`src/rtl/div_clk_monitor.sv`:
```
`default_nettype none
// ----------------------------------------------------------------------------
// div_clk_monitor: measures high/low phases of a clk-derived divided clock,
// checks them against EXP_HALF and reports lock, mismatches and stalls.
// Rev 1.0
// ----------------------------------------------------------------------------
module div_clk_monitor #(
  parameter int CNT_W    = 8,
  parameter int EXP_HALF = 2,
  parameter int LOCK_N   = 4
) (
  input  logic             clk,
  input  logic             reset,
  input  logic             sig_in,
  output logic             rise_pulse,
  output logic             fall_pulse,
  output logic [CNT_W-1:0] high_cnt,
  output logic [CNT_W-1:0] low_cnt,
  output logic [CNT_W:0]   period,
  output logic             period_valid,
  output logic             locked,
  output logic             err,
  output logic             stall
);

  localparam logic [CNT_W-1:0] CNT_MAX  = {CNT_W{1'b1}};
  localparam logic [CNT_W-1:0] EXP_VAL  = CNT_W'(EXP_HALF);
  localparam logic [3:0]       LOCK_VAL = 4'(LOCK_N);

  typedef enum logic [1:0] {
    ST_INIT = 2'd0,
    ST_MEAS = 2'd1,
    ST_LOCK = 2'd2
  } state_t;

  state_t           state_q, state_d;
  logic             s1_q, s1_d, s2_q, s2_d;
  logic [CNT_W-1:0] run_cnt_q, run_cnt_d;
  logic [3:0]       good_cnt_q, good_cnt_d;
  logic             have_high_q, have_high_d;
  logic             rise_pulse_q, rise_pulse_d;
  logic             fall_pulse_q, fall_pulse_d;
  logic [CNT_W-1:0] high_cnt_q, high_cnt_d;
  logic [CNT_W-1:0] low_cnt_q, low_cnt_d;
  logic [CNT_W:0]   period_q, period_d;
  logic             period_valid_q, period_valid_d;
  logic             locked_q, locked_d;
  logic             err_q, err_d;
  logic             stall_q, stall_d;

  logic             edge_det, is_rise, is_fall, run_sat, phase_ok;
  logic [3:0]       good_inc;

  assign edge_det = s1_q ^ s2_q;
  assign is_rise  = edge_det & s1_q;
  assign is_fall  = edge_det & ~s1_q;
  assign run_sat  = (run_cnt_q == CNT_MAX);
  assign phase_ok = (run_cnt_q == EXP_VAL);
  assign good_inc = (good_cnt_q >= LOCK_VAL) ? LOCK_VAL : good_cnt_q + 4'd1;

  always_comb begin
    s1_d           = sig_in;
    s2_d           = s1_q;
    run_cnt_d      = edge_det ? CNT_W'(1) : (run_sat ? run_cnt_q : run_cnt_q + CNT_W'(1));
    state_d        = state_q;
    good_cnt_d     = good_cnt_q;
    have_high_d    = have_high_q;
    rise_pulse_d   = is_rise;
    fall_pulse_d   = is_fall;
    high_cnt_d     = high_cnt_q;
    low_cnt_d      = low_cnt_q;
    period_d       = period_q;
    period_valid_d = 1'b0;
    locked_d       = locked_q;
    err_d          = 1'b0;
    stall_d        = 1'b0;

    case (state_q)
      // The level seen first is only a partial phase: the edge ending it arms measurement.
      ST_INIT: begin
        if (edge_det) begin
          state_d     = ST_MEAS;
          good_cnt_d  = 4'd0;
          have_high_d = 1'b0;
        end
      end
      ST_MEAS, ST_LOCK: begin
        if (edge_det) begin
          if (is_fall) begin
            high_cnt_d  = run_cnt_q;
            have_high_d = 1'b1;
          end else begin
            low_cnt_d = run_cnt_q;
            if (have_high_q) begin
              period_d       = {1'b0, high_cnt_q} + {1'b0, run_cnt_q};
              period_valid_d = 1'b1;
            end
          end
          if (phase_ok) begin
            good_cnt_d = good_inc;
            if (good_inc == LOCK_VAL) begin
              state_d  = ST_LOCK;
              locked_d = 1'b1;
            end
          end else begin
            err_d      = 1'b1;
            good_cnt_d = 4'd0;
            locked_d   = 1'b0;
            state_d    = ST_MEAS;
          end
        end else if (run_sat) begin
          stall_d     = 1'b1;
          err_d       = 1'b1;
          locked_d    = 1'b0;
          good_cnt_d  = 4'd0;
          have_high_d = 1'b0;
          state_d     = ST_INIT;
        end
      end
      default: state_d = ST_INIT;
    endcase
  end

  always_ff @(posedge clk) begin
    if (!reset) begin
      state_q        <= ST_INIT;
      s1_q           <= 1'b0;
      s2_q           <= 1'b0;
      run_cnt_q      <= '0;
      good_cnt_q     <= 4'd0;
      have_high_q    <= 1'b0;
      rise_pulse_q   <= 1'b0;
      fall_pulse_q   <= 1'b0;
      high_cnt_q     <= '0;
      low_cnt_q      <= '0;
      period_q       <= '0;
      period_valid_q <= 1'b0;
      locked_q       <= 1'b0;
      err_q          <= 1'b0;
      stall_q        <= 1'b0;
    end else begin
      state_q        <= state_d;
      s1_q           <= s1_d;
      s2_q           <= s2_d;
      run_cnt_q      <= run_cnt_d;
      good_cnt_q     <= good_cnt_d;
      have_high_q    <= have_high_d;
      rise_pulse_q   <= rise_pulse_d;
      fall_pulse_q   <= fall_pulse_d;
      high_cnt_q     <= high_cnt_d;
      low_cnt_q      <= low_cnt_d;
      period_q       <= period_d;
      period_valid_q <= period_valid_d;
      locked_q       <= locked_d;
      err_q          <= err_d;
      stall_q        <= stall_d;
    end
  end

  assign rise_pulse   = rise_pulse_q;
  assign fall_pulse   = fall_pulse_q;
  assign high_cnt     = high_cnt_q;
  assign low_cnt      = low_cnt_q;
  assign period       = period_q;
  assign period_valid = period_valid_q;
  assign locked       = locked_q;
  assign err          = err_q;
  assign stall        = stall_q;

endmodule
`default_nettype wire

```
`config.mk`:
```
export PLATFORM = sky130hd
export DESIGN_NAME = div_clk_monitor
export DESIGN_NICKNAME = d
export VERILOG_FILES = /design/src/rtl/div_clk_monitor.sv
export SDC_FILE = /design/constraint.sdc
export NUM_CORES = 1
export LEC_CHECK = 0
export ABC_AREA = 0
export BUFFER_PORTS_ARGS = -buffer_cell sky130_fd_sc_hd__buf_2
export CORE_UTILIZATION = 30
export DETAILED_ROUTE_END_ITERATION = 10
export PLACE_DENSITY = 0.56
export SYNTH_ARGS = -nofsm -noshare
export SYNTH_HDL_FRONTEND = slang
export SYNTH_SLANG_ARGS = --single-unit
```
`constraint.sdc`:
```
create_clock -name clk -period 5.04 [get_ports clk]
set_input_delay 1.008 -clock clk [delete_from_list [all_inputs] [get_ports clk]]
set_output_delay 1.008 -clock clk [all_outputs]
set_load 0.1 [all_outputs]
```
==> results of run 1 <==
==> through the flow <==
stage / instances / worst slack, ns
final: 402 / 2.521
after CTS: 402 / 2.506
after global routing: 402 / 2.327
after detailed placement: 395 / 2.412
after global placement: 395 / 2.438
after floorplan: 277 / 2.491
==> logic make-up after synthesis <==
logic type / after synthesis / synth area share [%]
AOI/OAI and AO/OA: 70 / 19.57
adders and majority gates: 17 / 9.332
muxes: 2 / 0.8484
and+or+nand+nor: 110 / 22.91
DFF: 48 / 40.72
xor gates and xnor gates: 4 / 1.485
buffers and inverters: 26 / 5.143
==> power by group through the flow <==
stage,Combinational (mW),Sequential (mW),Clock [mW]
floorplan,0.0916,0.419,0
global placement,0.118,0.406,0
detailed placement,0.119,0.407,0
CTS,0.121,0.398,0.232
global route,0.131,0.399,0.249
finish,0.120,0.397,0.225
==> tightest hold or removal path, stage by stage, from the launching register on <==
cell	delay (ns)
dfxtp_1	0.32
nand2_1	0.05
a21oi_1	0.05
==> per-layer routing <==
metal	track usage [%]	share of wire, %
met1	17.06	49
met2	22.79	46
met3	2.694	4.1
met4	4.839	1.5
met5	0	0
==> cell type report <==
cell class	instances	area share, %
clock inverter	2	0.4708
multi-input combinational	203	48.07
tap	99	4.661
clock buffer	5	2.589
sequential	48	36.16
inverter	11	1.554
timing repair buffer	34	6.497
==> worst min path at each step <==
stage,to,start
floorplan,good_cnt_q[1],good_cnt_q[1]
global placement,period[3],period[3]
detailed placement,low_cnt[4],low_cnt[4]
CTS,period[3],period[3]
global route,low_cnt[4],low_cnt[4]
finish,period[2],period[2]
==> synthesized netlist by cell type (2+ instances only) <==
master / number
and3_1: 3
a21oi_1: 23
a31oi_1: 3
inv_1: 11
or2_2: 3
nor2_1: 18
nor2b_1: 2
a211o_1: 2
ha_1: 16
nor3_1: 5
a211oi_1: 6
o221a_2: 3
buf_6: 2
mux2i_1: 2
clkbuf_1: 10
nand3_1: 18
o211ai_1: 5
buf_4: 2
o221ai_1: 2
xor2_1: 3
o22ai_1: 2
o21ai_0: 11
and2_1: 5
nand2b_1: 4
dfxtp_1: 48
nand2_1: 40
o2111ai_1: 2
o21a_1: 2
or3_1: 3
==> state kept, by name (all words and copies together) (netlist names), 2 cells and up <==
register / cells
run_cnt_q: 8
good_cnt_q: 4
high_cnt: 8
state_q: 2
low_cnt: 8
period: 9
==> results.py, run 1 <==
metrics = {
    "finish": {
        "nFillCells": 765,
        "nNetsFinal": 323,
        "multiInputGateArea_mm2": 0.001277,
        "final_core_util_pct": 35.87,
        "postLayoutCellArea_mm2": 0.002658,
        "seq_area_um2": 960.9,
        "syn_to_final_growth_pct": 12.62,
        "final_cell_mix": "48 x dfxtp_1, 40 x nand2_1, 33 x buf_2",
        "final_common_cell": "dfxtp_1",
        "n_antenna_cell": 0,
        "drive_above_1_share_pct": 16.17,
    },
    "power_and_ir_drop": {
        "p_leak_nw": 1.120,
        "p_total_mw": 0.7422,
        "p_per_area_mw_per_mm2": 279.3,
        "peakVddDrop_v": 0.0001117,
        "comb_power_share_pct": 16.1,
        "clockPowerShare_pct": 30.3,
        "swShare_pct": 29.97,
        "p_seq_share_pct": 53.5,
        "p_int_mw": 0.5197,
        "net-switching-power_mw": 0.2225,
    },
    "yosys": {
        "synth_seq_area_share_pct": 40.72,
        "syn_area_per_cell_um2": 8.519,
        "netlist_instances": 277,
        "ys_ff_latch": 48,
        "synth_nets": 297,
        "synth_area_mm2": 0.002360,
        "yosys.area.top_type": "dfxtp_1",
        "synth.distinct_cells": 50,
        "synth.area.top_cells": "dfxtp_1 41%, ha_1 8.5%, nand2_1 6.4%",
        "synth_edf_count": 0,
        "yosysWarningCount": 0,
        "synthFlopType": "dfxtp_1",
        "async_reset_ff_share_pct": 0,
        "synth_top_cell_area_share_pct": 40.72,
    },
    "cts": {
        "h-tree-depth": 2,
        "post_cts_resized": 0,
        "post_cts_buffers": 0,
        "clk_pin_slew_ns": 0.09,
        "cts_hold_buf": 0,
        "numCtsBuffers": 5,
        "clock-sinks": 48,
        "cts_tree": "built",
        "root_buffer": "clkbuf_8",
        "cts_buffer_depth": 2,
        "clk_latency_ns": 0.30,
    },
    "critical_path": {
        "arrival_ns": 2.75,
        "worstSetupStartpoint": "state_q[0]",
        "cp_num_cells": 5,
        "path_class": "flop to flop",
        "r2r_end": "period[3]",
        "slowest_stage": "ha_1",
        "r2r_setup_slack_ns": 2.52,
        "cpPeakStageDelay_ns": 0.68,
        "endpoint_kind": "flop",
        "critPathTopFamily": "simple AND/OR/NAND/NOR gates",
        "critPathBufInv": 1,
        "cp-endpoint": "period[3]",
        "crit_path_max_fanout": 22,
        "cp.required_ns": 5.27,
        "worst_setup_path_start_kind": "flop",
        "rr_worst_depth": 5,
        "r2r_start": "state_q[0]",
        "crit_chain": "inv_1 -> ha_1 -> nand4bb_1 -> or3_1 -> a21oi_1",
    },
    "die": {
        "dieArea_mm2": 0.008225,
        "coreArea_mm2": 0.007408,
        "rows": 31,
        "die_w_um": 90.69,
        "die_h_um": 90.69,
        "initial_utilization_pct": 31.85,
        "ioPinCount": 34,
    },
    "routing": {
        "wirelength_um": 5379,
        "wl_per_cell_um": 13.38,
        "avgViaCountPerCell": 4.923,
        "drtPass1Iterations": 4,
        "first_iter_violations": 99,
        "route.detailed.drc": 0,
        "vias": 1979,
        "ant_nets": 0,
    },
    "run_status": {
        "status": "complete, no violations",
    },
    "placement": {
        "dp_hpwl_um": 3834,
        "placed_cell_area_mm2": 0.002576,
        "port_buffers": 33,
        "gp_congestion": 0.8153,
    },
    "timing": {
        "setup_viol": 0,
        "rsz0062_at_grt": "false",
        "period_needed_ns": 2.519,
        "hold_violations": 0,
        "report.final.slew_viol_count": 0,
        "setup-tns-final_ns": 0,
        "timing.fmax_ghz": 0.3971,
        "maxSlewHeadroom_pct": 34.32,
        "worstMarginPinSlew_ns": 0.9841,
        "skew_ns": 0.01535,
        "finalCritPeriodShare_pct": 49.97,
        "holdWs_ns": 0.4582,
    },
    "hold_path": {
        "holdPathStages": 2,
        "hold_path_class": "flop to flop",
    },
    "global_routing": {
        "grt_pass1_wl_um": 9045,
        "grt_remaining_overflow": 0,
        "grt_usage_pct": 13.55,
        "grt_pass1_vias": 1900,
        "antenna_found_initial": 0,
        "grt_max_degree": 32,
    },
    "job": {
        "maxCapViolCount": 0,
    },
}
(Power assumes the default switching activity.)
==> run 2: changes to the inputs <==
Settings changed: PLACE_DENSITY 0.56 to 0.58.
Clock period 5.04 ns to 2.3 ns, I/O delays scaled along.
==> run 2 against run 1 <==
Global-route usage increased by 0.58 points. Design area rose by 4.6%. Count of clock-buffer cells in the layout rose by 1. Register-to-register slack got worse by 2.4 ns. Worst hold slack got worse by 0.094 ns. Largest cell class unchanged. Critical path type unchanged. Die area stayed put.
==> results.py, run 2 (synthesis results as in run 1) <==
metrics = {
    "run_status": {
        "status": "complete, no violations",
    },
    "cts": {
        "numCtsBuffers": 5,
        "clk_pin_slew_ns": 0.09,
        "h-tree-depth": 2,
        "cts_hold_buf": 0,
        "root_buffer": "clkbuf_8",
        "post_cts_resized": 0,
        "cts_tree": "built",
        "cts_buffer_depth": 2,
        "clock-sinks": 48,
        "clk_latency_ns": 0.30,
        "post_cts_buffers": 0,
    },
    "timing": {
        "holdWs_ns": 0.3641,
        "worstMarginPinSlew_ns": 0.6490,
        "hold_violations": 0,
        "period_needed_ns": 2.157,
        "rsz0062_at_grt": "false",
        "skew_ns": 0.009136,
        "timing.fmax_ghz": 0.4635,
        "maxSlewHeadroom_pct": 56.69,
        "report.final.slew_viol_count": 0,
        "setup-tns-final_ns": 0,
        "finalCritPeriodShare_pct": 93.80,
        "fin_ws_ns": 0.1425,
        "setup_viol": 0,
    },
    "placement": {
        "place_ws_ns": 0.2146,
        "gp_congestion": 0.8430,
        "dp_hpwl_um": 4100,
        "port_buffers": 33,
        "placed_cell_area_mm2": 0.002684,
    },
    "finish": {
        "syn_to_final_growth_pct": 17.82,
        "final_cell_mix": "46 x dfxtp_1, 40 x nand2_1, 33 x buf_2",
        "n_antenna_cell": 0,
        "postLayoutCellArea_mm2": 0.002780,
        "final_common_cell": "dfxtp_1",
        "drive_above_1_share_pct": 20.75,
        "nFillCells": 798,
        "nNetsFinal": 337,
        "largest_reg_flops": 9,
    },
    "routing": {
        "wl_per_cell_um": 13.43,
        "drtPass1Iterations": 4,
        "ant_nets": 0,
        "avgViaCountPerCell": 4.962,
        "route.detailed.drc": 0,
        "vias": 2069,
        "wirelength_um": 5599,
        "first_iter_violations": 78,
    },
    "global_routing": {
        "grt_usage_pct": 14.13,
        "grt_remaining_overflow": 0,
        "grt_max_degree": 22,
        "antenna_found_initial": 0,
        "grt_pass1_wl_um": 9404,
        "grt_pass1_vias": 1969,
    },
    "job": {
        "maxCapViolCount": 0,
    },
    "critical_path": {
        "r2r_start": "run_cnt_q[0]",
        "path_class": "flop to flop",
        "endpoint_kind": "flop",
        "cp.required_ns": 2.50,
        "arrival_ns": 2.36,
        "crit_path_max_fanout": 7,
        "worstSetupStartpoint": "run_cnt_q[0]",
        "worst_setup_path_start_kind": "flop",
    },
    "power_and_ir_drop": {
        "p_leak_nw": 1.203,
        "peakVddDrop_v": 0.0002933,
        "p_per_area_mw_per_mm2": 613.8,
    },
    "hold_path": {
        "hold_path_class": "input port to flop",
        "min-delay-start": "sig_in",
    },
    "die": {
        "die_w_um": 90.69,
        "ioPinCount": 34,
        "dieArea_mm2": 0.008225,
        "coreArea_mm2": 0.007408,
        "rows": 31,
        "die_h_um": 90.69,
        "initial_utilization_pct": 31.85,
    },
}
run 2: layout make-up:
cell class | instances | area, um^2 | area share (%)
tap | 99 | 123.9 | 4.455
clock inverter | 2 | 13.76 | 0.4950
sequential | 48 | 963.4 | 34.65
clock buffer | 6 | 82.58 | 2.970
multi-input combinational | 203 | 1277 | 45.95
timing repair buffer | 48 | 277.8 | 9.991
inverter | 11 | 41.29 | 1.485
run 2: worst max-delay path: stages, from the launching register on:
cell and delay, ns:
dfxtp_1 0.47, ha_1 0.26, inv_1 0.07, fa_1 0.39, nand2b_1 0.18, a21oi_1 0.27, o221ai_1 0.15, a221oi_1 0.26
run 2: final timing paths:
check	end	slack [ns]	depth (start not counted)
max reg2reg	period[8]	0.14	7
min reg2reg	period[2]	0.46	2
min	s1_q	0.36	2
max	period[8]	0.14	7
run 2: metrics by stage:
stage,utilization [%],instances,power (mW)
2_1_floorplan,-,277,1.120
3_3_place_gp,36.23,409,1.182
3_5_place_dp,36.23,409,1.189
4_1_cts,37.53,417,1.742
5_1_grt,37.53,417,1.803
6_report,37.53,417,1.706
run 2: metal layers:
layer / part of all wire (%) / vias to the layer above / track usage (%)
met2: 47 / 50 / 23.17
met4: 1.1 / 0 / 4.435
li1: - / 1067 / -
met3: 4.2 / 6 / 3.199
met5: 0 / - / 0
met1: 48 / 946 / 18.29
run 2: power breakdown:
group          switching, mW  total, mW  internal (mW)
clock                  0.292      0.538          0.246
combinational          0.196      0.300          0.104
sequential            0.0168      0.868          0.851
total                  0.505       1.71           1.20
==> run 3: changes to the inputs <==
Settings changed: CORE_UTILIZATION 30 to 61, PLACE_DENSITY 0.58 to 0.93.
Clock period 2.3 ns to 2.8 ns, I/O delays scaled along.
==> run 3 against run 2 <==
Routed wire length decreased by 11%. Combinational power is 27% lower. Flip-flop and latch count stayed put. Clock skew fell by 0.0029 ns. Largest cell class unchanged. Highest routed layer unchanged.
==> results.py, run 3 (synthesis results as in run 1) <==
metrics = {
    "run_status": {
        "status": "complete, no violations",
    },
    "placement": {
        "place_ws_ns": 0.6389,
        "gp_congestion": 0.9388,
        "placedCellCount": 347,
        "dp_hpwl_um": 3643,
        "port_buffers": 33,
    },
    "timing": {
        "skew_ns": 0.006200,
        "report.final.slew_viol_count": 0,
        "timing.fmax_ghz": 0.4536,
        "period_needed_ns": 2.205,
        "worstMarginPinSlew_ns": 0.7268,
        "finalCritPeriodShare_pct": 78.74,
        "maxSlewHeadroom_pct": 51.49,
        "fin_ws_ns": 0.5953,
        "holdWs_ns": 0.4576,
        "rsz0062_at_grt": "false",
        "hold_violations": 0,
        "setup_viol": 0,
        "setup-tns-final_ns": 0,
    },
    "die": {
        "dieArea_mm2": 0.004121,
        "coreArea_mm2": 0.003689,
        "rows": 22,
        "die_w_um": 64.20,
        "ioPinCount": 34,
        "initial_utilization_pct": 63.98,
        "die_h_um": 64.20,
    },
    "cts": {
        "cts_hold_buf": 0,
        "h-tree-depth": 2,
        "post_cts_resized": 0,
        "cts_tree": "built",
        "numCtsBuffers": 5,
        "cts_buffer_depth": 2,
        "clk_latency_ns": 0.30,
        "clock-sinks": 48,
        "post_cts_buffers": 0,
        "root_buffer": "clkbuf_8",
        "clk_pin_slew_ns": 0.08,
    },
    "power_and_ir_drop": {
        "p_total_mw": 1.351,
        "p_per_area_mw_per_mm2": 514.8,
        "peakVddDrop_v": 0.0003823,
        "p_leak_nw": 1.140,
    },
    "global_routing": {
        "grt_max_degree": 23,
        "grt_pass1_vias": 1881,
        "use_met1_pct": 32.22,
        "antenna_found_initial": 0,
        "use_met3_pct": 4.464,
        "grt-busiest-layer": "met2",
        "grt_remaining_overflow": 0,
        "grt_usage_pct": 26.13,
        "grt_pass1_wl_um": 8418,
        "gr-usage-met2_pct": 43.88,
    },
    "critical_path": {
        "crit_path_max_fanout": 22,
        "endpoint_kind": "flop",
        "path_class": "flop to flop",
        "arrival_ns": 2.43,
        "worst_setup_path_start_kind": "flop",
        "cp.required_ns": 3.03,
    },
    "finish": {
        "nFillCells": 295,
        "final_common_cell": "dfxtp_1",
        "n_antenna_cell": 0,
        "drive_above_1_share_pct": 16.61,
        "nNetsFinal": 326,
        "final_cell_mix": "48 x dfxtp_1, 40 x nand2_1, 33 x buf_2",
        "syn_to_final_growth_pct": 11.24,
        "fin_cells": 355,
        "largest_reg_flops": 9,
    },
    "routing": {
        "ant_nets": 0,
        "avgViaCountPerCell": 5.904,
        "vias": 2096,
        "wirelength_um": 4991,
        "wl_per_cell_um": 14.06,
        "route.detailed.drc": 0,
        "first_iter_violations": 166,
        "drtPass1Iterations": 4,
    },
    "job": {
        "maxCapViolCount": 0,
    },
    "hold_path": {
        "hold_path_class": "flop to flop",
    },
}
==> run 3: changes by cell type in the layout (fill, tap and decap cells not counted), sizes merged <==
cell    delta
inv        -1
clkinv     -1
clkbuf     +2
buf       -11
==> run 3: area by class of cell <==
cell class                      count  area (um^2)  share of cell area (%)
Multi-Input combinational cell    203         1277                   48.67
Tap cell                           48        60.06                   2.288
Timing Repair Buffer               37        195.2                   7.436
Clock buffer                        8        90.09                   3.432
Inverter                           11        41.29                   1.573
Sequential cell                    48        960.9                   36.61
==> run 3: final timing paths <==
path,start,endpoint,slack [ns],cells past startpoint
worst min-delay path,low_cnt[3],low_cnt[3],0.46,2
worst max-delay path,state_q[0],period[7],0.60,7
worst max register to register,state_q[0],period[7],0.60,7
worst min register to register,low_cnt[3],low_cnt[3],0.46,2
==> run 3: per-layer routing <==
layer | wire [um] | part of all wire (%) | vias to the layer above
li1 | - | - | 1040
met1 | 2225 | 45 | 967
met2 | 2378 | 48 | 74
met3 | 239 | 4.8 | 15
met4 | 147 | 2.9 | 0
met5 | 0 | 0 | -
==> run 3: per-stage QoR <==
stage          area, um^2  utilization, %
2_1_floorplan        2360               -
3_3_place_gp         2535           68.72
3_5_place_dp         2535           68.72
4_1_cts              2625           71.17
5_1_grt              2625           71.17
6_report             2625           71.17
==> run 3: critical path: stages, from the launching register on <==
cell and delay [ns]:
dfxtp_1 0.36, inv_1 0.05, ha_1 0.67, nor4bb_1 0.39, buf_4 0.22, nand3_1 0.08
a211o_1 0.28, o211ai_1 0.08
==> run 3: where the power goes <==
part	switching, mW	internal (mW)
sequential	0.0159	0.699
clock	0.216	0.201
combinational	0.150	0.0690
